===== config.mk =====
export PLATFORM = sky130hd
export DESIGN_NAME = oflow_score_calc_multi_channel_fsm
export DESIGN_NICKNAME = d
export VERILOG_FILES = /design/src/rtl/oflow_score_calc_multi_channel_fsm.sv
export SDC_FILE = /design/constraint.sdc
export NUM_CORES = 1
export LEC_CHECK = 0
export ABC_AREA = 0
export CAP_MARGIN = 20
export CORE_ASPECT_RATIO = 0.6
export CORE_UTILIZATION = 35
export CTS_BUF_LIST = sky130_fd_sc_hd__clkbuf_4 sky130_fd_sc_hd__clkbuf_8 sky130_fd_sc_hd__clkbuf_16
export DETAILED_ROUTE_END_ITERATION = 8
export HOLD_SLACK_MARGIN = 0.12
export PLACE_DENSITY_LB_ADDON = 0.08
export SETUP_SLACK_MARGIN = 0.1
export SYNTH_ARGS = -nofsm -noshare
export SYNTH_HDL_FRONTEND = slang
export SYNTH_SLANG_ARGS = --single-unit

===== constraint.sdc =====
create_clock -name clk -period 3.1 [get_ports clk]
set_input_delay 0.31 -clock clk [delete_from_list [all_inputs] [get_ports clk]]
set_output_delay 0.31 -clock clk [all_outputs]
set_load 0.01 [all_outputs]

===== src/rtl/oflow_score_calc_multi_channel_fsm.sv =====
// oflow_score_calc_multi_channel_fsm: runs rounds of NUM_CH similarity-metric engines until the buffer read finishes
module oflow_score_calc_multi_channel_fsm #(
  parameter int NUM_CH = 2,
  parameter int ID_LEN = 12,
  parameter int RND_W  = 8
) (
  input  logic                     clk,
  input  logic                     reset_N,
  input  logic                     start_score_calc,
  input  logic                     abort,
  input  logic                     done_read,
  input  logic [NUM_CH*ID_LEN-1:0] id_vec,
  input  logic [NUM_CH-1:0]        done_similarity_metric,
  output logic [NUM_CH-1:0]        start_similarity_metric,
  output logic                     busy,
  output logic                     done_score_calc,
  output logic [RND_W-1:0]         round_cnt,
  output logic                     err_unexpected_done
);
  localparam logic [1:0] IDLE = 2'd0, START = 2'd1, WAIT = 2'd2, FIN = 2'd3;
  logic [1:0] state;
  logic [NUM_CH-1:0] en_mask, done_mask, id_en, good, next_mask;
  logic last, accept, complete, err_hit, finish;
  genvar c;
  generate
    for (c = 0; c < NUM_CH; c++) begin : g_en
      if (c == 0) begin : g_first
        assign id_en[c] = 1'b1;
      end else begin : g_rest
        assign id_en[c] = |id_vec[c*ID_LEN +: ID_LEN];
      end
    end
  endgenerate
  // a done only counts if it is still awaited in the current round
  assign good      = done_similarity_metric & en_mask & ~done_mask;
  assign next_mask = done_mask | good;
  assign complete  = state == WAIT && next_mask == en_mask;
  assign finish    = last || done_read;
  assign accept    = state == IDLE && start_score_calc && !abort;
  assign err_hit   = |done_similarity_metric &&
                     (state != WAIT || |(done_similarity_metric & ~en_mask) || |(done_similarity_metric & done_mask));
  assign start_similarity_metric = state == START ? en_mask : '0;
  assign busy            = state != IDLE;
  assign done_score_calc = state == FIN;
  always_ff @(posedge clk or negedge reset_N) begin
    if (!reset_N) begin
      state               <= IDLE;
      en_mask             <= '0;
      done_mask           <= '0;
      last                <= 1'b0;
      round_cnt           <= '0;
      err_unexpected_done <= 1'b0;
    end else begin
      err_unexpected_done <= accept ? 1'b0 : (err_hit ? 1'b1 : err_unexpected_done);
      if (accept)
        round_cnt <= '0;
      else if (complete && !abort && round_cnt != {RND_W{1'b1}})
        round_cnt <= round_cnt + RND_W'(1);
      if (abort) begin
        state     <= IDLE;
        done_mask <= '0;
        last      <= 1'b0;
      end else begin
        case (state)
          IDLE: begin
            last <= 1'b0;
            if (start_score_calc) begin
              state   <= START;
              en_mask <= id_en;
            end
          end
          START: begin
            done_mask <= '0;
            last      <= finish;
            state     <= WAIT;
          end
          WAIT: begin
            done_mask <= next_mask;
            last      <= finish;
            if (complete) begin
              state   <= finish ? FIN : START;
              en_mask <= finish ? en_mask : id_en;
            end
          end
          default: state <= IDLE;
        endcase
      end
    end
  end
endmodule


==> results of run 1 <==
-- flip-flops by register name (all words and copies together), names as in the netlist --
name,count
err_unexpected_done,1
last,1
done_mask,2
en_mask,2
round_cnt,8
state,2
-- cell type report --
class	instances	area share
repair buffers	31	0.224
inverters	4	0.0109
clock buffers	3	0.0299
multi-input cells	86	0.416
flip-flops and latches	16	0.290
well taps	32	0.0290
-- report_power, final --
| group | total (uW) | leakage (uW) | switching [uW] | internal, uW |
|---|---|---|---|---|
| registers | 261 | 0.000207 | 26.5 | 234 |
| logic | 310 | 0.000322 | 164 | 146 |
| clock network | 155 | 0.0000216 | 68.8 | 86.2 |
-- metal layers --
metal,track usage,vias up
met5,0,-
met4,0.0720,0
met3,0.0581,8
met2,0.262,22
met1,0.282,469
li1,-,483
-- worst max-delay path, cell delays in order --
cell and delay [ns]:
clkdlybuf4s50_1 0.50, or3b_1 0.16, nand4_1 0.37, or4_1 0.67
mux2i_1 0.15
-- worst paths after layout --
path / from / cells after the start / to / slack [ns]
min in group clk: en_mask[0] / 1 / en_mask[0] / 0.54
setup reg to reg: en_mask[0] / 4 / round_cnt[0] / 1.15
setup / recovery: done_similarity_metric[0] / 5 / round_cnt[0] / 1.07
hold reg to reg: en_mask[0] / 1 / en_mask[0] / 0.54
hold / removal: reset_N / 1 / round_cnt[2] / 0.49
max in group asynchronous: reset_N / 1 / en_mask[1] / 2.16
-- cell usage in the layout (no fill, tap or decap) --
master / n
or4_1: 4
and3_1: 2
nor3b_1: 1
nand4_1: 4
o21ai_0: 6
nor3_1: 2
nor4b_1: 1
nand2b_1: 3
or3_1: 2
a21oi_1: 9
a41oi_1: 1
nand3_1: 1
nor4_1: 4
and4_1: 2
clkbuf_8: 3
nand3b_1: 3
or3b_1: 2
a32oi_1: 2
or2b_1: 1
and2_1: 2
o41ai_1: 3
a31oi_1: 1
clkdlybuf4s50_1: 31
dfrtp_1: 16
o31ai_1: 1
nand2_1: 8
ha_1: 5
a221oi_1: 1
o211ai_1: 1
o311ai_0: 1
and4b_1: 1
inv_1: 4
nor2_1: 6
mux2i_1: 3
a21o_1: 2
nor2b_1: 1
-- metrics by stage --
step | instance area (sq um) | utilization | power [uW] | cells
global route | 1380 | 0.530 | 785 | 172
floorplan | 1000 | - | 437 | 109
finish | 1380 | 0.530 | 726 | 172
CTS | 1380 | 0.530 | 730 | 172
detailed placement | 1340 | 0.514 | 571 | 169
global placement | 1340 | 0.514 | 567 | 169
-- synth_stat cells (3+ instances only) --
master     n  area share
nand2_1    8       0.030
o21ai_0    6       0.030
dfrtp_1   16        0.40
a21oi_1    9       0.045
nand3b_1   3       0.022
nand4_1    4       0.025
inv_1      4       0.015
nand2b_1   3       0.019
ha_1       5       0.062
nor4_1     4       0.025
mux2i_1    3       0.030
nor2_1     6       0.022
o41ai_1    3       0.026
or4_1      4       0.030
-- cell families (layout without fill, tap and decap cells) --
logic type,after synthesis,in the layout,share of synthesized area
and+or+nand+nor,50,50,0.300
DFF,16,16,0.399
muxes,3,3,0.0299
adders and majority gates,5,5,0.0623
buffers and inverters,7,38,0.0274
AOI/OAI and AO/OA,28,28,0.181
==> out/results.ini, run 1 <==
[detailed_routing]
met2_length_microns = 1010
routed_wl_microns = 2530
wl_per_cell_microns = 14.7
num_vias = 982
wl_met3_microns = 119
drtIter0Drc = 69
dr.pass1.iters = 6
drc_errors = 2
viasPerCell = 5.71
routed.top_layer = met4
met1Wirelength_microns = 1340
ant_nets = 0

[sta]
rsz0062_at_grt = false
relSlewSlack = 0.427
finClkSkew_ns = 0.00370
slew_viol_final = 0
tns_ns = 0
period_minus_slack_ns = 2.03
hold_viol = 0
finalSetupViolCount = 0
layout_setup_ws_ns = 1.07
finalCritPeriodShare = 0.655
fmaxAchievable_mhz = 493
worst_pin_slew_ns = 0.858
whs_ns = 0.491

[grt]
grt_overflow = 0
grt_usage = 0.191
antenna_found_initial = 0
grt_pass1_vias = 902
grt_pass1_wl_microns = 4350
grt_max_degree = 17

[layout]
diodes = 0
layout.nets = 178
layout-drive-gt1-share = 0.0214
fillCellCount = 231
multi_input_area_sq_um = 576
syn_to_final_growth_pct = 37.8
regArea_sq_um = 400

[placed_design]
pre_cts_slack_ns = 0.842
io_buffers = 31
gp_congestion = 0.786
dp_hpwl_microns = 1970

[critical_path]
path_max_fanout = 12
start_kind = input port
crit_arrival_ns = 2.17
required_ns = 3.24
crit_path_end_kind = flip-flop
worstSetupPathType = in -> reg

[yosys]
synth_nets = 145
postSynth.asyncResetShare = 1.00
synth-edff-count = 0
synth_seq_cells = 16
synth_flop_cell = dfrtp_1
synth-seq-area-share = 0.399
netlist_area_sq_um = 1000
avgSynthCellArea_sq_um = 9.21
yosys_warnings = 0
synth.distinct_cells = 36
synth_cells = 109

[clocking]
clk_pin_slew_ns = 0.06
ctsResizeCount = 0
htreeDepth = 1
cts-root-buf = clkbuf_8
numCtsBuffers = 3
cts_setup_buffers = 0
cts_sinks = 16
clock_latency_ns = 0.25
postCtsHoldBufs = 0
cts_buffer_depth = 2
cts_tree = built

[pwr]
powerDensity_nw_per_um2 = 525
p_leak_uw = 0.000551
max-vdd-ir-drop_mv = 0.302

[flow_run]
maxCapViolations = 0

[run_status]
status = finished, violations left
violations = design-rule violations

[floorplan]
die_x_microns = 71.1
start_util = 0.384
rows = 14
die_y_microns = 43.5
core_area_sq_um = 2610
top_level_ports = 44
dieArea_sq_um = 3090

[min_path]
hold_path.class = in -> async

Note: power is estimated with default switching activity, not from simulation.
==> run 2: changes to the inputs <==
==> constraint.sdc (replaced) <==
create_clock -name clk -period 1.8 [get_ports clk]
set_input_delay 0.18 -clock clk [delete_from_list [all_inputs] [get_ports clk]]
set_output_delay 0.18 -clock clk [all_outputs]
set_load 0.01 [all_outputs]
==> run 2 against run 1 <==
The flow now finishes without violations. First-iteration DRC count decreased by 32%. Sequential cell count stayed put. Worst hold slack lost 0.24 ns. Core utilization up 6.5 points. Non-clock buffer count up 17. Cell count up 10%. Critical path type is now reg -> reg.
==> out/results.ini, run 2 (synthesis results as in run 1) <==
[critical_path]
crit_arrival_ns = 1.80  ; -0.37 ns
start_kind = flip-flop
path_max_fanout = 7  ; -5
crit_path_end_kind = flip-flop
slowest_stage = or4_4
path_cells = or2b_1 -> nand4_1 -> buf_4 -> or4_4 -> mux2i_1
required_ns = 1.93  ; -1.31 ns
critical-path-max-stage-delay_ns = 0.51  ; -0.16 ns
path_buf_inv = 1  ; unchanged
worstSetupPathType = reg -> reg
path_delay_family = simple AND/OR/NAND/NOR gates

[pwr]
switchingPower_uw = 470  ; +82%
p_clk_frac = 0.229  ; +0.015
powerDensity_nw_per_um2 = 885  ; +69%
pwr-share-comb = 0.455  ; +0.028
internal-power_uw = 903  ; +94%
netSwitchingFraction = 0.342  ; -0.0145
p_seq_frac = 0.316  ; -0.043
p_leak_uw = 0.000649  ; +18%
max-vdd-ir-drop_mv = 0.706  ; +130%

[floorplan]
rows = 14  ; unchanged
dieArea_sq_um = 3090  ; unchanged
top_level_ports = 44  ; unchanged
core_area_sq_um = 2610  ; unchanged
start_util = 0.384  ; unchanged
die_y_microns = 43.5  ; unchanged
die_x_microns = 71.1  ; unchanged

[clocking]
htreeDepth = 1  ; unchanged
numCtsBuffers = 3  ; unchanged
clk_pin_slew_ns = 0.06  ; about the same
cts-root-buf = clkbuf_8
cts_sinks = 16  ; unchanged
postCtsHoldBufs = 0  ; unchanged
cts_tree = built
clock_latency_ns = 0.25  ; about the same
cts_buffer_depth = 2  ; unchanged

[sta]
relSlewSlack = 0.706  ; +0.279
fmaxAchievable_mhz = 601
finalCritPeriodShare = 0.925
whs_ns = 0.252  ; -0.239 ns
hold_viol = 0  ; unchanged
worst_pin_slew_ns = 0.437  ; -0.420 ns
finalSetupViolCount = 0  ; unchanged
slew_viol_final = 0  ; unchanged
rsz0062_at_grt = true
period_minus_slack_ns = 1.66
layout_setup_ws_ns = 0.135  ; -0.935 ns
finClkSkew_ns = 0.00431  ; +0.000611 ns

[layout]
regMostFlops = round_cnt
layout-drive-gt1-share = 0.184  ; +0.162
largest_reg_flops = 8  ; unchanged
layout_common_cells = 28 x clkdlybuf4s50_1, 17 x buf_4, 16 x dfrtp_1, 9 x a21oi_1, 8 x nand2_1
diodes = 0  ; unchanged
syn_to_final_growth_pct = 54.7
final_common_cell = clkdlybuf4s50_1
layout.nets = 195  ; +9.6%

[grt]
grt_max_degree = 17  ; unchanged
grt_overflow = 0  ; unchanged
grt_usage = 0.191  ; -0.000512
antenna_found_initial = 0  ; unchanged
grt_pass1_wl_microns = 4490  ; +3.0%
grt_pass1_vias = 967  ; +7.2%

[placed_design]
pre_cts_slack_ns = -0.138  ; -0.980 ns
dp_hpwl_microns = 2160  ; +10%
io_buffers = 31  ; unchanged
gp_congestion = 0.803  ; +2.2%

[detailed_routing]
ant_nets = 0  ; unchanged
drtIter0Drc = 47  ; -32%
num_vias = 1044  ; +6.3%
wl_per_cell_microns = 14.6  ; -0.77%
drc_errors = 0  ; -2
routed_wl_microns = 2770  ; +9.6%
dr.pass1.iters = 6  ; unchanged
viasPerCell = 5.49  ; -3.8%

[min_path]
hold_path.class = in -> async

[run_status]
status = finished, final reports clean

[flow_run]
maxCapViolations = 0  ; unchanged

[run 2: repair_timing]
item,CTS,global route
gates resized for setup,6,6
setup endpoints to repair,8,9
buffers inserted,1,0
pin swaps,1,1
[run 2: worst register-to-register path: cells and delay by family, from the launching register on]
kind                   cells  cell delay [ns]
buffers and inverters      1             0.17
multiplexers               1             0.14
flip-flops                 1             0.40
AND/OR/NAND/NOR            3             0.84
[run 2: power by group through the flow]
stage | Clock [uW] | Combinational, uW | Sequential (uW)
after global placement | 0 | 620 | 437
final | 314 | 625 | 435
after detailed placement | 0 | 625 | 440
after global routing | 344 | 680 | 440
after CTS | 323 | 610 | 435
after floorplan | 0 | 306 | 448
[run 2: through the flow]
stage	instances	power [uW]	cell area, sq um	utilization	setup TNS (ns)
2_1_floorplan	109	754	1000	-	0
3_3_place_gp	185	1060	1460	0.560	-0.601
3_5_place_dp	185	1060	1460	0.560	-0.779
4_1_cts	190	1370	1520	0.583	0
5_1_grt	190	1460	1550	0.595	0
6_report	190	1370	1550	0.595	0
[run 2: path summary, 6_finish.rpt]
| check | start | to | slack (ns) | cells past startpoint |
|---|---|---|---|---|
| max | done_mask[0] | round_cnt[0] | 0.14 | 5 |
| max in group asynchronous | reset_N | round_cnt[5] | 1.37 | 2 |
| min | reset_N | round_cnt[2] | 0.25 | 2 |
| max reg2reg | done_mask[0] | round_cnt[0] | 0.14 | 5 |
| min in group clk | done_read | last | 0.53 | 3 |
| min reg2reg | done_mask[0] | done_mask[0] | 0.55 | 2 |
[run 2: final cells by class]
class / instances / area [sq um]
clock buffer: 4 / 55.1
fill: 229 / 1060
inverter: 4 / 15.0
multi-input combinational: 86 / 608
sequential: 16 / 400
tap: 32 / 40.0
timing repair buffer: 48 / 434
[run 2: per-layer routing]
layer	track usage	wire length [microns]	up-vias
met5	0	0	-
met1	0.276	1450	495
li1	-	-	517
met3	0.0535	139	4
met2	0.283	1160	28
met4	0.0480	21	0
==> run 3: changes to the inputs <==
--- a/config.mk
+++ b/config.mk
@@ -5,10 +5,9 @@
 export SDC_FILE = /design/constraint.sdc
 export NUM_CORES = 1
 export LEC_CHECK = 0
-export ABC_AREA = 0
 export CAP_MARGIN = 20
 export CORE_ASPECT_RATIO = 0.6
-export CORE_UTILIZATION = 35
+export CORE_UTILIZATION = 37
 export CTS_BUF_LIST = sky130_fd_sc_hd__clkbuf_4 sky130_fd_sc_hd__clkbuf_8 sky130_fd_sc_hd__clkbuf_16
 export DETAILED_ROUTE_END_ITERATION = 8
 export HOLD_SLACK_MARGIN = 0.12
==> run 3 against run 2 <==
Register-to-register slack worse by 0.04 ns. Sequential cell count unchanged. Cell count unchanged. Clock skew down 0.0034 ns. Critical path depth down 1. Maximum frequency down 2.1%. Global-route usage up 1.2 points. Worst setup slack worse by 0.036 ns. Routed wire length down 3.6%. Critical path type unchanged. Highest routed layer unchanged.
==> out/results.ini, run 3 (synthesis results as in run 1) <==
[run_status]
status = finished, final reports clean

[critical_path]
crit_arrival_ns = 1.83  ; +0.03 ns
path_buf_inv = 0  ; -1
rr_worst_depth = 4  ; -1
path_cells = or3b_4 -> nand4_1 -> or4_1 -> mux2i_1
required_ns = 1.93  ; about the same
worstSetupPathType = reg -> reg
slowest_stage = or4_1
start_kind = flip-flop
crit_cells = 4  ; -1
path_delay_family = simple AND/OR/NAND/NOR gates
crit_path_end_kind = flip-flop
path_max_fanout = 6  ; -1
critical-path-max-stage-delay_ns = 0.59  ; +0.08 ns

[grt]
grt_pass1_wl_microns = 4610  ; +2.8%
grt_max_degree = 17  ; unchanged
antenna_found_initial = 0  ; unchanged
grt_pass1_vias = 1004  ; +3.8%
grt_overflow = 0  ; unchanged
grt_usage = 0.203  ; +0.0122

[placed_design]
io_buffers = 31  ; unchanged
pre_cts_slack_ns = -0.0945  ; +0.0434 ns
placed_area_sq_um = 1430  ; -2.1%
dp_hpwl_microns = 2010  ; -7.0%
gp_congestion = 0.835  ; +4.0%

[floorplan]
rows = 14  ; unchanged
top_level_ports = 44  ; unchanged
dieArea_sq_um = 2930  ; -5.2%
die_y_microns = 42.3  ; -2.6%
core_area_sq_um = 2540  ; -2.7%
start_util = 0.395  ; +0.0106
die_x_microns = 69.2  ; -2.7%

[pwr]
powerDensity_nw_per_um2 = 844  ; -4.6%
max-vdd-ir-drop_mv = 0.572  ; -19%
p_leak_uw = 0.000647  ; -0.22%

[layout]
largest_reg_flops = 8  ; unchanged
diodes = 0  ; unchanged
layout_common_cells = 28 x clkdlybuf4s50_1, 18 x buf_4, 16 x dfrtp_1, 9 x a21oi_1, 8 x nand2_1
fillCellCount = 204  ; -11%
layout-drive-gt1-share = 0.215  ; +0.0316
fin_area_sq_um = 1580  ; +1.8%
regMostFlops = round_cnt
syn_to_final_growth_pct = 57.5
layout.nets = 196  ; +0.51%
final_common_cell = clkdlybuf4s50_1

[clocking]
numCtsBuffers = 3  ; unchanged
clk_pin_slew_ns = 0.06  ; about the same
cts_buffer_depth = 2  ; unchanged
cts_sinks = 16  ; unchanged
htreeDepth = 1  ; unchanged
cts-root-buf = clkbuf_8
clock_latency_ns = 0.25  ; about the same
cts_tree = built

[sta]
relSlewSlack = 0.775  ; +0.0686
finalSetupViolCount = 0  ; unchanged
slew_viol_final = 0  ; unchanged
fmaxAchievable_mhz = 588  ; -2.1%
finClkSkew_ns = 0.000901  ; -0.00341 ns
layout_setup_ws_ns = 0.0991  ; -0.0361 ns
hold_viol = 0  ; unchanged
finalCritPeriodShare = 0.945  ; +0.0201
period_minus_slack_ns = 1.70  ; +0.0361 ns
worst_pin_slew_ns = 0.335  ; -0.102 ns
tns_ns = 0  ; unchanged
rsz0062_at_grt = true

[detailed_routing]
num_vias = 1041  ; -0.29%
routed_wl_microns = 2670  ; -3.6%
dr.pass1.iters = 4  ; -2
drtIter0Drc = 55  ; +17%
wl_per_cell_microns = 14.1  ; -3.6%
ant_nets = 0  ; unchanged
drc_errors = 0  ; unchanged
viasPerCell = 5.48  ; -0.29%

[min_path]
hold_path.class = in -> async

[flow_run]
maxCapViolations = 0  ; unchanged

## run 3: changes by cell type in the layout (fill, tap and decap cells not counted), moves of 2 or more
cell / change
or3b_4: +2
o41ai_2: +2
o41ai_1: -2
or3b_1: -2
## run 3: final timing paths
| kind | slack (ns) | from | to |
|---|---|---|---|
| hold reg to reg | 0.54 | en_mask[0] | en_mask[0] |
| setup reg to reg | 0.1 | en_mask[0] | round_cnt[0] |
| hold / removal | 0.25 | reset_N | round_cnt[7] |
| min in group clk | 0.52 | done_read | last |
| max in group asynchronous | 1.36 | reset_N | state[1] |
| setup / recovery | 0.1 | en_mask[0] | round_cnt[0] |
## run 3: stage by stage
stage,std cells,util,hold slack (ns),power [uW]
global route,190,0.622,0.293,1430
finish,190,0.622,0.254,1330
global placement,181,0.564,0.511,1050
CTS,184,0.582,0.267,1300
floorplan,109,-,-0.116,754
detailed placement,181,0.564,0.521,1050
## run 3: area by class of cell
| class | instances | area, sq um | share of cell area |
|---|---|---|---|
| clock buffer | 3 | 41.3 | 0.0261 |
| timing repair buffer | 49 | 442 | 0.279 |
| tap | 32 | 40.0 | 0.0253 |
| multi-input combinational | 86 | 642 | 0.406 |
| sequential | 16 | 400 | 0.253 |
| inverter | 4 | 15.0 | 0.00950 |
## run 3: routing by layer
| layer | track usage | up-vias | part of all wire |
|---|---|---|---|
| met5 | 0 | - | 0 |
| met4 | 0.0531 | 0 | 0.0071 |
| met3 | 0.0625 | 2 | 0.036 |
| met2 | 0.285 | 18 | 0.40 |
| met1 | 0.299 | 500 | 0.55 |
| li1 | - | 521 | - |
## run 3: what timing repair did
item | in CTS | in global routing
endpoints found under the setup margin | 5 | 13
hold buffers | 0 | 0
buffers inserted | 0 | 6
gates resized for setup | 5 | 14
pin swaps | 0 | 6
## run 3: where the power goes
group	internal, uW	total (uW)	leakage [uW]	switching (uW)
logic	315	634	0.000419	319
registers	403	433	0.000207	30.3
clock network	148	267	0.0000216	118
